## config.mk

```make
export PLATFORM = sky130hd
export DESIGN_NAME = gray_counter_param_flat
export DESIGN_NICKNAME = d
export VERILOG_FILES = /design/src/rtl/gray_counter_param_if.sv /design/src/rtl/gray_counter_param.sv /design/src/flat_wrapper.sv
export SDC_FILE = /design/constraint.sdc
export NUM_CORES = 1
export LEC_CHECK = 0
export CAP_MARGIN = 20
export CORE_AREA = 2 2 39 41
export DETAILED_ROUTE_END_ITERATION = 10
export DIE_AREA = 0 0 41 43
export MAX_ROUTING_LAYER = met4
export PLACE_DENSITY_LB_ADDON = 0.3
export SLEW_MARGIN = 25
export SYNTH_ARGS = -nofsm -noshare
export SYNTH_HDL_FRONTEND = slang
export SYNTH_SLANG_ARGS = --single-unit
```

## constraint.sdc

```tcl
create_clock -name clk -period 1.92 [get_ports clk]
set_clock_uncertainty 0.1 [all_clocks]
set_input_delay 0.384 -clock clk [delete_from_list [all_inputs] [get_ports clk]]
set_output_delay 0.384 -clock clk [all_outputs]
set_load 0.01 [all_outputs]
```

## src/rtl/gray_counter_param_if.sv

```systemverilog
// Control and status bundle for gray_counter_param; WIDTH must match the counter instance.
interface gray_counter_param_if #(
  parameter int WIDTH = 3
);
  logic             en_i;
  logic             up_i;
  logic             clr_i;
  logic             load_i;
  logic [WIDTH-1:0] load_bin_i;
  logic [WIDTH-1:0] gray_o;
  logic [WIDTH-1:0] bin_o;
  logic             tc_o;
  logic             wrap_o;
  logic             err_o;

  modport master (
    output en_i, up_i, clr_i, load_i, load_bin_i,
    input  gray_o, bin_o, tc_o, wrap_o, err_o
  );

  modport slave (
    input  en_i, up_i, clr_i, load_i, load_bin_i,
    output gray_o, bin_o, tc_o, wrap_o, err_o
  );
endinterface

```

## src/rtl/gray_counter_param.sv

```systemverilog
// Parametrised up/down Gray counter with clear, load, terminal-count and wrap pulse.
// Optional single-bit-step checker enabled by defining GRAY_CNT_ERRCHK_EN.
module gray_counter_param #(
  parameter int WIDTH   = 3,
  parameter int RST_BIN = 0
) (
  input  logic                clk,
  input  logic                rst_n,
  gray_counter_param_if.slave bus
);
  typedef logic [WIDTH-1:0] word_t;

  function automatic word_t bin2gray(word_t b);
    return b ^ (b >> 1);
  endfunction

  function automatic word_t gray2bin(word_t g);
    word_t b;
    b[WIDTH-1] = g[WIDTH-1];
    for (int i = WIDTH - 2; i >= 0; i--) b[i] = b[i+1] ^ g[i];
    return b;
  endfunction

  localparam word_t RST_GRAY = bin2gray(word_t'(RST_BIN));

  word_t gray_q;
  word_t gray_d;
  word_t bin;
  logic  step;
  logic  tc;
  logic  wrap_q;

  assign bin  = gray2bin(gray_q);
  assign step = bus.en_i & ~bus.clr_i & ~bus.load_i;
  // Terminal count looks ahead: high while the coming edge will wrap.
  assign tc   = step & (bus.up_i ? (bin == '1) : (bin == '0));

  // NOTE: default assigned first so every path drives gray_d and no latch is inferred.
  always_comb begin
    gray_d = gray_q;
    if (bus.clr_i)       gray_d = RST_GRAY;
    else if (bus.load_i) gray_d = bin2gray(bus.load_bin_i);
    else if (bus.en_i)   gray_d = bin2gray(bus.up_i ? bin + word_t'(1) : bin - word_t'(1));
  end

  // NOTE: non-blocking assignments in clocked blocks so every register samples pre-edge values.
  always_ff @(posedge clk or negedge rst_n) begin
    if (!rst_n) begin
      gray_q <= RST_GRAY;
      wrap_q <= 1'b0;
    end else begin
      gray_q <= gray_d;
      wrap_q <= tc;
    end
  end

  assign bus.gray_o = gray_q;
  assign bus.bin_o  = bin;
  assign bus.tc_o   = tc;
  assign bus.wrap_o = wrap_q;

`ifdef GRAY_CNT_ERRCHK_EN
  function automatic int unsigned ones(word_t v);
    int unsigned n = 0;
    for (int i = 0; i < WIDTH; i++) n = n + 32'(v[i]);
    return n;
  endfunction

  word_t prev_q;
  logic  chk_q;
  logic  err_q;

  // chk_q marks that the last edge was a counting step, so the pair (prev_q, gray_q)
  // must differ in exactly one bit; clear, load and the first cycle after reset are exempt.
  always_ff @(posedge clk or negedge rst_n) begin
    if (!rst_n) begin
      prev_q <= RST_GRAY;
      chk_q  <= 1'b0;
      err_q  <= 1'b0;
    end else begin
      prev_q <= gray_q;
      chk_q  <= step;
      if (chk_q && (ones(gray_q ^ prev_q) != 1)) err_q <= 1'b1;
    end
  end

  assign bus.err_o = err_q;
`else
  assign bus.err_o = 1'b0;
`endif

endmodule
```

## src/flat_wrapper.sv

```systemverilog
// flat-port wrapper written by rule: the top's interface ports become plain ports
module gray_counter_param_flat 
#(
  parameter int WIDTH   = 3,
  parameter int RST_BIN = 0
)
  (clk, rst_n, bus_en_i, bus_up_i, bus_clr_i, bus_load_i, bus_load_bin_i, bus_gray_o, bus_bin_o, bus_tc_o, bus_wrap_o, bus_err_o);
  gray_counter_param_if #(.WIDTH(WIDTH)) bus_i ();
  input  logic clk;
  input  logic rst_n;
  input wire logic [$bits(bus_i.en_i)-1:0] bus_en_i;
  input wire logic [$bits(bus_i.up_i)-1:0] bus_up_i;
  input wire logic [$bits(bus_i.clr_i)-1:0] bus_clr_i;
  input wire logic [$bits(bus_i.load_i)-1:0] bus_load_i;
  input wire logic [$bits(bus_i.load_bin_i)-1:0] bus_load_bin_i;
  output wire logic [$bits(bus_i.gray_o)-1:0] bus_gray_o;
  output wire logic [$bits(bus_i.bin_o)-1:0] bus_bin_o;
  output wire logic [$bits(bus_i.tc_o)-1:0] bus_tc_o;
  output wire logic [$bits(bus_i.wrap_o)-1:0] bus_wrap_o;
  output wire logic [$bits(bus_i.err_o)-1:0] bus_err_o;
  assign bus_i.en_i = bus_en_i;
  assign bus_i.up_i = bus_up_i;
  assign bus_i.clr_i = bus_clr_i;
  assign bus_i.load_i = bus_load_i;
  assign bus_i.load_bin_i = bus_load_bin_i;
  assign bus_gray_o = bus_i.gray_o;
  assign bus_bin_o = bus_i.bin_o;
  assign bus_tc_o = bus_i.tc_o;
  assign bus_wrap_o = bus_i.wrap_o;
  assign bus_err_o = bus_i.err_o;
  gray_counter_param #(.WIDTH(WIDTH), .RST_BIN(RST_BIN)) u_core (.clk(clk), .rst_n(rst_n), .bus(bus_i));
endmodule
```

Word-level counts from Yosys, hierarchy flattened
Cells that the tools add are included.

word-level totals
  register bits after elaboration = 4
  latch bits = 0
  bits in writable memories = 0
  memory bits (read-only) = 0
  input bits = 9
  output and inout bits = 9
  word-level logic and storage cells = 21
  memories = 0

operators by class
  add/subtract/negate cells = 2
  multipliers = 0
  div/mod/pow operators = 0
  $lt $le $gt $ge = 0
  eq/ne operators = 1
  shift-type cells = 0
  mux-type cells = 5
  bitwise operators = 9
  reductions and logical operators = 2

operators with widths
  kind                                                                 count
  3-bit two-way mux                                                    4
  3-bit by 2-bit XOR with 3-bit output                                 2
  3-bit by 1-bit adder with 3-bit output (second input constant)       1
  1-bit AND                                                            3
  3-bit == test (second input constant)                                1
  3-bit zero test                                                      1
  3-bit nonzero test                                                   1
  3-bit by 1-bit subtractor with 3-bit output (second input constant)  1
  1-bit NOT                                                            2
  1-bit XOR                                                            2
  1-bit two-way mux                                                    1

Longest topological paths before layout
Gate-level depths: netlist of run 1.

  word-level depth = 8
  gate-level depth with buffers = 5
  depth with buffers taken out = 5

Worst setup path after synthesis of run 1
No wires, ideal clock.

  path kind = register to output
  from = register u_core.gray_q[2] (netlist: u_core.bus.gray_o[2])
  to = output port bus_tc_o
  arrival time = 1451 ps
  required time = 1436 ps
  path slack = -15 ps
  cell stages (with the launch flop) = 6
  path buffers = 0
  cells stage by stage = dfrtp_1 > xnor2_1 > ha_1 > nor3b_1 > a31oi_1 > nor4_1

on the way
  longest elaborated chain between the ends = 5
  elaborated cells between the ends (all ways) = 6
  classes of those cells = eq/ne (1); mux (1); bitwise (3); reduce/logical (1)

ends and longest elaborated chain
  what                                                     line                      source
  start, declared                                          gray_counter_param.sv:26  word_t gray_q;
  start signal, assigned                                   gray_counter_param.sv:52  gray_q <= gray_d;
  1-bit XOR (2 in series)                                  gray_counter_param.sv:20  for (int i = WIDTH - 2; i >= 0; i--) b[i] = b[i+1] ^ g[i];
  3-bit == test / 3-bit zero test (equally long branches)  gray_counter_param.sv:36  assign tc = step & (bus.up_i ? (bin == '1) : (bin == '0));
  1-bit two-way mux (*)                                    gray_counter_param.sv:36
  1-bit AND (*)                                            gray_counter_param.sv:36
  end, declared                                            flat_wrapper.sv:18        output wire logic [$bits(bus_i.tc_o)-1:0] bus_tc_o;

Mark *: on every way between the ends. The rest lies on a longest branch, timed or not.

Worst setup path in the final report of run 1
  from = register u_core.gray_q[1] (netlist: u_core.bus.gray_o[1])
  to = output port bus_tc_o

on the way
  longest elaborated chain between the ends = 5
  elaborated cells between the ends (all ways) = 6
  classes of those cells = eq/ne (1); mux (1); bitwise (3); reduce/logical (1)

ends and longest elaborated chain
  what                                                     line
  1-bit XOR (*)                                            gray_counter_param.sv:20
  1-bit XOR                                                gray_counter_param.sv:20
  3-bit == test / 3-bit zero test (equally long branches)  gray_counter_param.sv:36
  1-bit two-way mux (*)                                    gray_counter_param.sv:36
  1-bit AND (*)                                            gray_counter_param.sv:36

Marks and branches as above.

==> results of run 1 <==
[sequential cells by signal, summed over array words and instances, names as in the netlist]
register / count
u_core.bus.gray_o: 3
u_core.bus.wrap_o: 1
[through the flow]
stage / hold slack, ps / cells / instance area (um^2) / power (mW) / TNS, ps
after detailed placement: 504.1 / 73 / 558.0 / 0.2632 / -436.5
after global placement: 498.1 / 73 / 558.0 / 0.2630 / -425.9
after CTS: 250.3 / 76 / 585.6 / 0.3672 / -216.9
final: 256.7 / 78 / 601.8 / 0.3701 / -143.8
after floorplan: -11.59 / 34 / 322.8 / 0.1743 / 0
after global routing: 247.4 / 78 / 601.8 / 0.4016 / -261.2
[cells in the mapped netlist]
master    n  area (um^2)
xnor2_1   6        52.55
dfrtp_1   4        100.1
inv_1     4        15.01
a21oi_1   2        10.01
buf_4     2        15.01
ha_1      2        25.02
a211o_1   1        8.760
a211oi_1  1        7.510
a31oi_1   1        6.260
a41oi_1   1        8.760
buf_2     1        5.000
conb_1    1        3.750
mux2i_1   1        10.01
nor2b_1   1        6.260
nor3_1    1        5.000
nor3b_1   1        7.510
nor4_1    1        6.260
o21a_1    1        7.510
o21bai_1  1        7.510
o31a_1    1        8.760
[critical path, stage by stage, from the launching register on]
cell	delay [ps]
dfrtp_1	410
xnor2_2	210
ha_1	160
nor3b_2	140
a31oi_1	70
nor4_2	190
buf_2	180
[power groups by stage]
stage | registers, mW | logic [mW] | clock network, mW
3_5_place_dp | 0.0960 | 0.167 | 0
4_1_cts | 0.0962 | 0.164 | 0.107
3_3_place_gp | 0.0957 | 0.167 | 0
6_report | 0.0970 | 0.172 | 0.101
2_1_floorplan | 0.105 | 0.0697 | 0
5_1_grt | 0.0980 | 0.190 | 0.114
[worst max-delay path by stage]
stage                                                start  endpoint  slack, ps  cells after the start
after floorplan           u_core.bus.gray_o[2]$_DFFE_PN0P_  bus_tc_o        120                      5
after global placement                            bus_up_i  bus_tc_o       -430                      5
after detailed placement                          bus_up_i  bus_tc_o       -440                      5
after CTS                 u_core.bus.gray_o[2]$_DFFE_PN0P_  bus_tc_o       -220                      6
after global routing      u_core.bus.gray_o[1]$_DFFE_PN0P_  bus_tc_o       -260                      6
final                     u_core.bus.gray_o[1]$_DFFE_PN0P_  bus_tc_o       -140                      6
[kinds of logic after synthesis]
kind of cell / count (synthesis) / share of synthesized area (%)
AO/OA/AOI/OAI: 9 / 20.56
XOR/XNOR: 6 / 16.60
adder cells (fa/ha/maj): 2 / 7.904
buffers and inverters: 7 / 11.06
flip-flops: 4 / 31.62
multiplexers: 1 / 3.162
other: 1 / 1.185
AND/OR/NAND/NOR: 4 / 7.907
[final cells by class]
cell class	instances	area, um^2
flip-flops and latches	4	100.1
repair buffers	28	244.0
clock buffers	3	22.52
well taps	16	20.02
multi-input cells	23	200.2
inverters	4	15.01
fillers	136	782.0
[routing by layer]
metal  GRT usage, %  share of wire [%]  vias to the layer above
met5              -                  0                        -
met4          4.000                  0                        0
met3          5.236                8.1                        0
met2          15.31                 45                       13
met1          13.87                 47                      143
li1               -                  -                      175
[cells in the final DEF (no fill, tap or decap), drive strengths merged]
cell and instances:
dlygate4sd2 1, o21bai 1, a41oi 1, a211oi 1, o31a 1, a211o 1, conb 1, clkdlybuf4s15 1
buf 13, o21a 1, inv 4, nor2b 1, dfrtp 4, nor3b 1, xnor2 6, a31oi 1
ha 2, clkdlybuf4s50 13, a21oi 2, clkbuf 3, mux2i 1, nor3 1, nor4 1
[timing repair]
action / in CTS / in global routing
setup endpoints to repair: 3 / 2
buffers inserted: 0 / 2
gates resized for setup: 8 / 1
pin swaps: 2 / 2
==> metrics.md, run 1 <==
| Metric | Value |
|---|---|
| Seq pwr share | `26.2%` |
| Worst reg2reg setup slack | `150 ps` |
| Fin. Hold Viols | `0` |
| Residual DRC | `0` |
| Post-route minimum period | `2064 ps` |
| Pre-antenna DRT Iters | `2` |
| Initial Util | `22.88%` |
| Crit path DAT | `1580 ps` |
| CTS Sinks | `4` |
| Status | `complete, but fails checks` |
| CTS buffer count | `3` |
| Combinational Power Share | `between 40% and 50%` |
| Initial antenna violation count | `0` |
| Worst R2R Path Depth | `6` |
| Global route total overflow | `0` |
| Pwr Density | `between 600 and 700 nW/um^2` |
| ANT nets after route | `0` |
| First-pass GRT wire length | `~1200 um` |
| Die Y | `approximately 43 um` |
| Worst r2r src | `u_core.bus.gray_o[1]$_DFFE_PN0P_` |
| Fin crit share | `107.5%` |
| F_max | `just under 0.5 GHz` |
| RSZ-0062 raised after global routing | `true` |
| CTS Hold Buffers Added | `0` |
| Syn avg cell area | `a little over 9 um^2` |
| Leakage power | `0.2743 nW` |
| Max Transition Viols Final | `0` |
| Drt wl/cell | `10.08 um` |
| Die Wd | `41 um` |
| Post-layout util | `43.49%` |
| Port Buffer Count | `16` |
| Final WS setup | `-143.8 ps` |
| Syn. warnings | `0` |
| Post-synthesis cell area | `between 300 and 400 um^2` |
| Antenna cells | `0` |
| Clock power share | `27.3%` |
| RR Endpoint | `u_core.bus.gray_o[0]$_DFFE_PN0P_` |
| # nets final | `75` |
| Req. time, crit path | `1440 ps` |
| Sequential area share after synthesis | `31.62%` |
| I/O Pins | `18` |
| Initial DRC count | `2` |
| Post-DR vias/cell | `4.244` |
| Failing checks | `negative setup slack` |
| Final setup vio count | `1` |
| Proportion of layout cells with a drive suffix above 1 | `a little under a third` |
| Cell Rows | `14` |
| HPWL after detailed placement | `roughly 620 um` |
| Vias in the first global route | `between 300 and 400` |
| Root Buffer | `clkbuf_4` |
| Via count | `~330` |
| Worst setup SP type | `flop` |
| WL final | `roughly 800 um` |
| Max Fanout on Critical Path | `2` |
| Reg clk slew, reported paths | `40 ps` |
| Crit end category | `output port` |
| Peak VDD IR | `0.0005774 V` |
| Int Pwr | `0.2641 mW` |
| Synth Instances | `34` |
| Die ar. | `1763 um^2` |
| P&R area growth vs syn | `90.12%` |
| Largest net degree at the start of global routing | `7` |
| Psw | `0.1060 mW` |
| Dpl ws | `-436.5 ps` |
| H-tree depth | `1` |
| Total global-route track usage | `11.12%` |
| Cell variety after synth | `20` |
| Max cap viols | `0` |
| Syn_nets | `45` |
| CTS Buffer Depth | `2` |
| Switching share of power | `28.64%` |
| HP Class | `input port to asynchronous set/reset pin` |
| GPL Wtd Cong | `0.7860` |
| CP Class | `flop to output port` |
| #FFs+latches synth | `4` |
| CTS tree | `yes` |
| Worst-Skew Late Latency | `roughly 230 ps` |
| CORE AREA | `1384 um^2` |
Note: power is estimated with default switching activity, not from simulation.
==> run 2, diff against run 1 <==
ABC_AREA = 1   (was default)
==> run 2 against run 1 <==
Against the previous run:
- the run still ends with negative setup slack left
- non-clock buffer count down 1
- area after synthesis grew 18%
- register-to-register slack improved by 180 ps
- highest routed layer is now met4
- hold slack worse by 8.2 ps
- critical path type unchanged
- count of clock-buffer cells in the layout is the same
- largest cell class is now multi-input gates
- first-iteration DRC count increased to 2.5 times the previous value
- global-route usage increased by 2.0 points
- critical endpoint unchanged
- fmax is 0.61% higher
==> metrics.md, run 2 <==
| Metric | Value |
|---|---|
| Post-route minimum period | `2051 ps` |
| Initial DRC count | `5` |
| Req. time, crit path | `1440 ps` |
| Initial Util | `26.94%` |
| CP Class | `flop to output port` |
| Max Transition Viols Final | `0` |
| Cell variety after synth | `18` |
| Antenna cells | `0` |
| Commonest non-fill, non-tap cell in the layout | `nand2_1` |
| CP max stage delay | `410 ps` |
| Die Y | `between 40 and 50 um` |
| Crit end category | `output port` |
| Drt wl/cell | `~8.9 um` |
| Total global-route track usage | `13.11%` |
| Share of flip-flops with an asynchronous set or reset | `100.0%` |
| CTS Buffer Depth | `2` |
| Final setup vio count | `1` |
| Cell Rows | `14` |
| Largest net degree at the start of global routing | `7` |
| Syn_nets | `67` |
| Fin crit share | `106.8%` |
| Worst setup SP type | `flop` |
| Post-synth top area share | `26.85%` |
| Setup TNS | `-131.2 ps` |
| H-tree depth | `1` |
| Root Buffer | `clkbuf_4` |
| Worst path cell trace | `xor2_2 -> inv_1 -> ha_4 -> a21oi_1 -> nor4b_2 -> buf_2` |
| Sequential area share after synthesis | `26.85%` |
| Number of synthesized flops with an enable pin | `0` |
| Failing checks | `negative setup slack` |
| CORE AREA | `1384 um^2` |
| F_max | `0.4875 GHz` |
| Via count | `417` |
| Max cap viols | `0` |
| Pwr Density | `660.9 nW/um^2` |
| Crit path DAT | `1570 ps` |
| Dpl ws | `-546.8 ps` |
| CTS buffer count | `3` |
| Yosys top cell by area | `dfrtp_1` |
| Residual DRC | `0` |
| #FFs+latches synth | `4` |
| CTS Hold Buffers Added | `0` |
| Post-synthesis cell area | `about 370 um^2` |
| Proportion of layout cells with a drive suffix above 1 | `29.76%` |
| ANT nets after route | `0` |
| CP max-delay cell | `dfrtp_1` |
| HPWL after detailed placement | `701.7 um` |
| Status | `complete, but fails checks` |
| Leading cell types in the layout, fill and taps excluded | `nand2_1, clkdlybuf4s50_1, buf_4` |
| GPL Wtd Cong | `0.7886` |
| Max Fanout on Critical Path | `3` |
| WL final | `889 um` |
| Die Wd | `about 41 um` |
| Most used flip-flop cell after synthesis | `dfrtp_1` |
| Final WS setup | `-131.2 ps` |
| Pre-antenna DRT Iters | `4` |
| HP Class | `input port to asynchronous set/reset pin` |
| Syn. warnings | `0` |
| P&R area growth vs syn | `74.83%` |
| Top post-synthesis cells by area | `dfrtp_1, nand2_1, inv_1, ha_1, nand3_1` |
| # nets final | `97` |
| CTS Sinks | `4` |
| I/O Pins | `18` |
| First-pass GRT wire length | `1490 um` |
| Leakage power | `0.3354 nW` |
| Count leader, synth | `nand2_1` |
| Max FFs per register | `3` |
| Fin. Hold Viols | `0` |
| Syn avg cell area | `6.658 um^2` |
| Die ar. | `1763 um^2` |
| Fillers | `146` |
| Most frequent cells after synthesis | `nand2_1, inv_1, nand3_1, a21oi_1, dfrtp_1` |
| Global route total overflow | `0` |
| Worst-Skew Late Latency | `between 200 and 250 ps` |
| Vias in the first global route | `388` |
| Port Buffer Count | `16` |
| Synth Instances | `56` |
| Initial antenna violation count | `0` |
| Post-DR vias/cell | `4.170` |
| Reg clk slew, reported paths | `approximately 40 ps` |
| CTS tree | `yes` |
| Peak VDD IR | `~0.00028 V` |
| RSZ-0062 raised after global routing | `true` |
## run 2: cell count changes after synthesis, moves of 2 or more
cell	delta
nand2_1	+16
inv_1	+6
xnor2_1	-6
nand3_1	+5
a21oi_1	+2
o21ai_0	+2
o21ai_1	+2
## run 2: critical path: cells and delay by family (launching register included)
kind / cells / cell delay, ps
xor gates and xnor gates: 1 / 200
and+or+nand+nor: 1 / 240
DFF: 1 / 410
adders and majority gates: 1 / 120
AOI/OAI and AO/OA: 1 / 70
buffers and inverters: 2 / 280
## run 2: power by group
group | leakage, nW | switching [mW] | internal [mW]
combinational | 0.269 | 0.104 | 0.124
clock | 0.0138 | 0.0321 | 0.0697
sequential | 0.0523 | 0.00828 | 0.0935
## run 2: layout make-up
type	instances	area [um^2]	area share [%]
well taps	16	20.02	3.071
repair buffers	27	231.5	35.51
inverters	11	41.29	6.334
multi-input cells	39	236.5	36.28
clock buffers	3	22.52	3.455
flip-flops and latches	4	100.1	15.36
## run 2: worst paths after layout
kind                                                       start  slack (ps)  depth (start not counted)                                to
worst min register to register  u_core.bus.gray_o[1]$_DFFE_PN0P_         600                          3  u_core.bus.gray_o[1]$_DFFE_PN0P_
min in group clk                u_core.bus.gray_o[1]$_DFFE_PN0P_         600                          3  u_core.bus.gray_o[1]$_DFFE_PN0P_
worst max-delay path            u_core.bus.gray_o[1]$_DFFE_PN0P_        -130                          6                          bus_tc_o
worst max register to register  u_core.bus.gray_o[1]$_DFFE_PN0P_         330                          9  u_core.bus.gray_o[0]$_DFFE_PN0P_
worst min-delay path                                       rst_n         250                          1       u_core.bus.wrap_o$_DFF_PN0_
max in group asynchronous                                  rst_n        1310                          1  u_core.bus.gray_o[0]$_DFFE_PN0P_
## run 2: repair_timing
action	4_1_cts	5_1_grt
setup buffers	1	0
endpoints found under the setup margin	3	2
gates cloned	0	0
resized for setup	10	1
pin swaps	3	2
## run 2: routing by layer
layer  GRT usage [%]  vias to the layer above  routed length [um]
met2           20.00                       17                 439
li1                -                      228                   -
met5               -                        -                   0
met4           8.000                        0                  14
met1           14.61                      170                 368
met3           3.141                        2                  65
## run 2: kinds of logic (layout without fill, tap and decap cells)
group | after synthesis | in the layout | synth area share, %
adder cells (fa/ha/maj) | 2 | 2 | 6.710
buffers and inverters | 13 | 41 | 15.10
AO/OA/AOI/OAI | 8 | 8 | 10.74
AND/OR/NAND/NOR | 27 | 27 | 37.25
XOR/XNOR | 1 | 1 | 2.349
other | 1 | 1 | 1.006
flip-flops | 4 | 4 | 26.85
## run 2: stage by stage
stage          cells  hold slack, ps  instance area, um^2  utilization (%)  power, mW
2_1_floorplan     56          -11.59                372.9                -     0.2048
3_3_place_gp      96           500.2                613.1            44.30     0.3207
3_5_place_dp      96           496.6                613.1            44.30     0.3221
4_1_cts          100           245.8                639.4            46.20     0.4278
5_1_grt          100           258.6                651.9            47.11     0.4747
6_report         100           248.5                651.9            47.11     0.4308
==> run 3, diff against run 2 <==
CAP_MARGIN = 10   (was 20)
GPL_TIMING_DRIVEN = 0   (was default)
==> run 3 against run 2 <==
Against the previous run:
- the run still ends with negative setup slack left
- final cell count fell by 6.0%
- sequential power hardly changed
- cell area fell by 5.0%
- register-to-register slack better by 100 ps
- count of clock-buffer cells in the layout is the same
- fmax hardly changed
- sequential cell count stayed put
- combinational power fell by 9.3%
- sequential share of layout area up 1.2 points
==> metrics.md, run 3 (synthesis results as in run 2) <==
| Metric | Value |
|---|---|
| CTS tree | `yes` |
| DP Area | `553.0 um^2` |
| Initial Util | `a little over a quarter` |
| Req. time, crit path | `about 1400 ps` |
| Setup TNS | `-131.7 ps` |
| H-tree depth | `1` |
| Fin Hold WS | `250.9 ps` |
| Worst setup SP type | `flop` |
| Max Transition Viols Final | `0` |
| Fin. Hold Viols | `0` |
| Worst-Skew Late Latency | `230 ps` |
| HP Class | `input port to asynchronous set/reset pin` |
| Via count | `394` |
| Die ar. | `1763 um^2` |
| F_max | `0.4874 GHz` |
| Max Fanout on Critical Path | `3` |
| CTS Sinks | `4` |
| Max FFs per register | `3` |
| Vias in the first global route | `345` |
| CTS Hold Buffers Added | `0` |
| Worst reg2reg setup slack | `around 430 ps` |
| Commonest non-fill, non-tap cell in the layout | `nand2_1` |
| Crit path DAT | `about 1600 ps` |
| Proportion of layout cells with a drive suffix above 1 | `26.92%` |
| WL met3 | `around 70 um` |
| Reg clk slew, reported paths | `40 ps` |
| Worst r2r src | `u_core.bus.gray_o[2]$_DFFE_PN0P_` |
| Pre-antenna DRT Iters | `4` |
| Max Used Layer | `met4` |
| Failing checks | `negative setup slack` |
| Fin crit share | `106.9%` |
| RSZ-0062 raised after global routing | `true` |
| I/O Pins | `18` |
| Total global-route track usage | `between 10 and 15%` |
| Multi-input gate area | `236.5 um^2` |
| Leakage power | `0.3152 nW` |
| Antenna cells | `0` |
| Crit end category | `output port` |
| P&R area growth vs syn | `66.11%` |
| CTS Buffer Depth | `2` |
| Port Buffer Count | `16` |
| Drt wl/cell | `roughly 9.2 um` |
| Final WS setup | `-131.7 ps` |
| Int Pwr | `0.2720 mW` |
| FF+latch area | `102.6 um^2` |
| Status | `complete, but fails checks` |
| WL final | `around 860 um` |
| Die Y | `roughly 43 um` |
| Metal-1 WL | `391 um` |
| Fillers | `between 150 and 200` |
| ANT nets after route | `0` |
| Largest net degree at the start of global routing | `7` |
| Met2 WL | `384 um` |
| Initial DRC count | `3` |
| # nets final | `91` |
| CTS buffer count | `3` |
| Switching share of power | `roughly a third` |
| Post-layout util | `44.76%` |
| CP startpoint | `u_core.bus.gray_o[2]$_DFFE_PN0P_` |
| Final setup vio count | `1` |
| Seq pwr share | `25.2%` |
| CP Class | `flop to output port` |
| Leading cell types in the layout, fill and taps excluded | `nand2_1, clkdlybuf4s50_1, inv_1` |
| Post-DR vias/cell | `approximately 4.2` |
| Root Buffer | `clkbuf_4` |
| HPWL after detailed placement | `about 660 um` |
| Residual DRC | `0` |
| Global route total overflow | `0` |
| Pwr Density | `664.0 nW/um^2` |
| Die Wd | `41 um` |
| CORE AREA | `1384 um^2` |
| First-pass GRT wire length | `1373 um` |
| Psw | `0.1393 mW` |
| Peak VDD IR | `~0.00023 V` |
| Clock power share | `24.7%` |
| Post-route minimum period | `2052 ps` |
| Initial antenna violation count | `0` |
| Max cap viols | `0` |
| Cell Rows | `14` |
| Combinational Power Share | `50.0%` |
| GPL Wtd Cong | `~0.77` |
| Fin area | `about 620 um^2` |
run 3: cell type report:
class,count,share of cell area [%]
multi-input combinational,39,38.18
tap,16,3.232
buffer,2,2.424
timing repair buffer,19,29.29
inverter,11,6.667
sequential,4,16.57
clock buffer,3,3.636
run 3: worst max-delay path: stages, from the launching register on:
cell and delay (ps):
dfrtp_2 420, xor2_2 190, inv_1 100, ha_4 130
a21oi_1 80, nor4b_2 240, buf_2 180
run 3: stage by stage:
step | setup WS [ps] | std cells | power, mW
CTS | -157.2 | 94 | 0.4171
floorplan | 23.04 | 56 | 0.2048
global placement | -541.2 | 88 | 0.2883
global route | -241.6 | 94 | 0.4474
detailed placement | -565.4 | 88 | 0.2908
finish | -131.7 | 94 | 0.4113
run 3: final timing paths:
kind | endpoint | cells after the start
worst min-delay path | u_core.bus.gray_o[2]$_DFFE_PN0P_ | 1
min in group clk | u_core.bus.gray_o[1]$_DFFE_PN0P_ | 3
worst max-delay path | bus_tc_o | 6
worst min register to register | u_core.bus.gray_o[1]$_DFFE_PN0P_ | 3
max in group asynchronous | u_core.bus.gray_o[1]$_DFFE_PN0P_ | 1
worst max register to register | u_core.bus.gray_o[0]$_DFFE_PN0P_ | 8
run 3: power by group through the flow:
stage	clock network [mW]	registers (mW)	logic (mW)
after floorplan	0	0.108	0.0966
after global routing	0.112	0.104	0.231
final	0.102	0.104	0.206
after CTS	0.104	0.104	0.209
after global placement	0	0.106	0.182
after detailed placement	0	0.106	0.185
run 3: what timing repair did:
item	4_1_cts	5_1_grt
pin swaps	2	1
buffers inserted	3	0
resized for setup	11	1
endpoints found under the setup margin	3	3
run 3: routing by layer:
layer  vias to the layer above  global-route usage, %
met5                         -                      -
met4                         0                  10.00
met3                         2                  1.571
met2                        15                  16.56
met1                       163                  14.89
li1                        214                      -
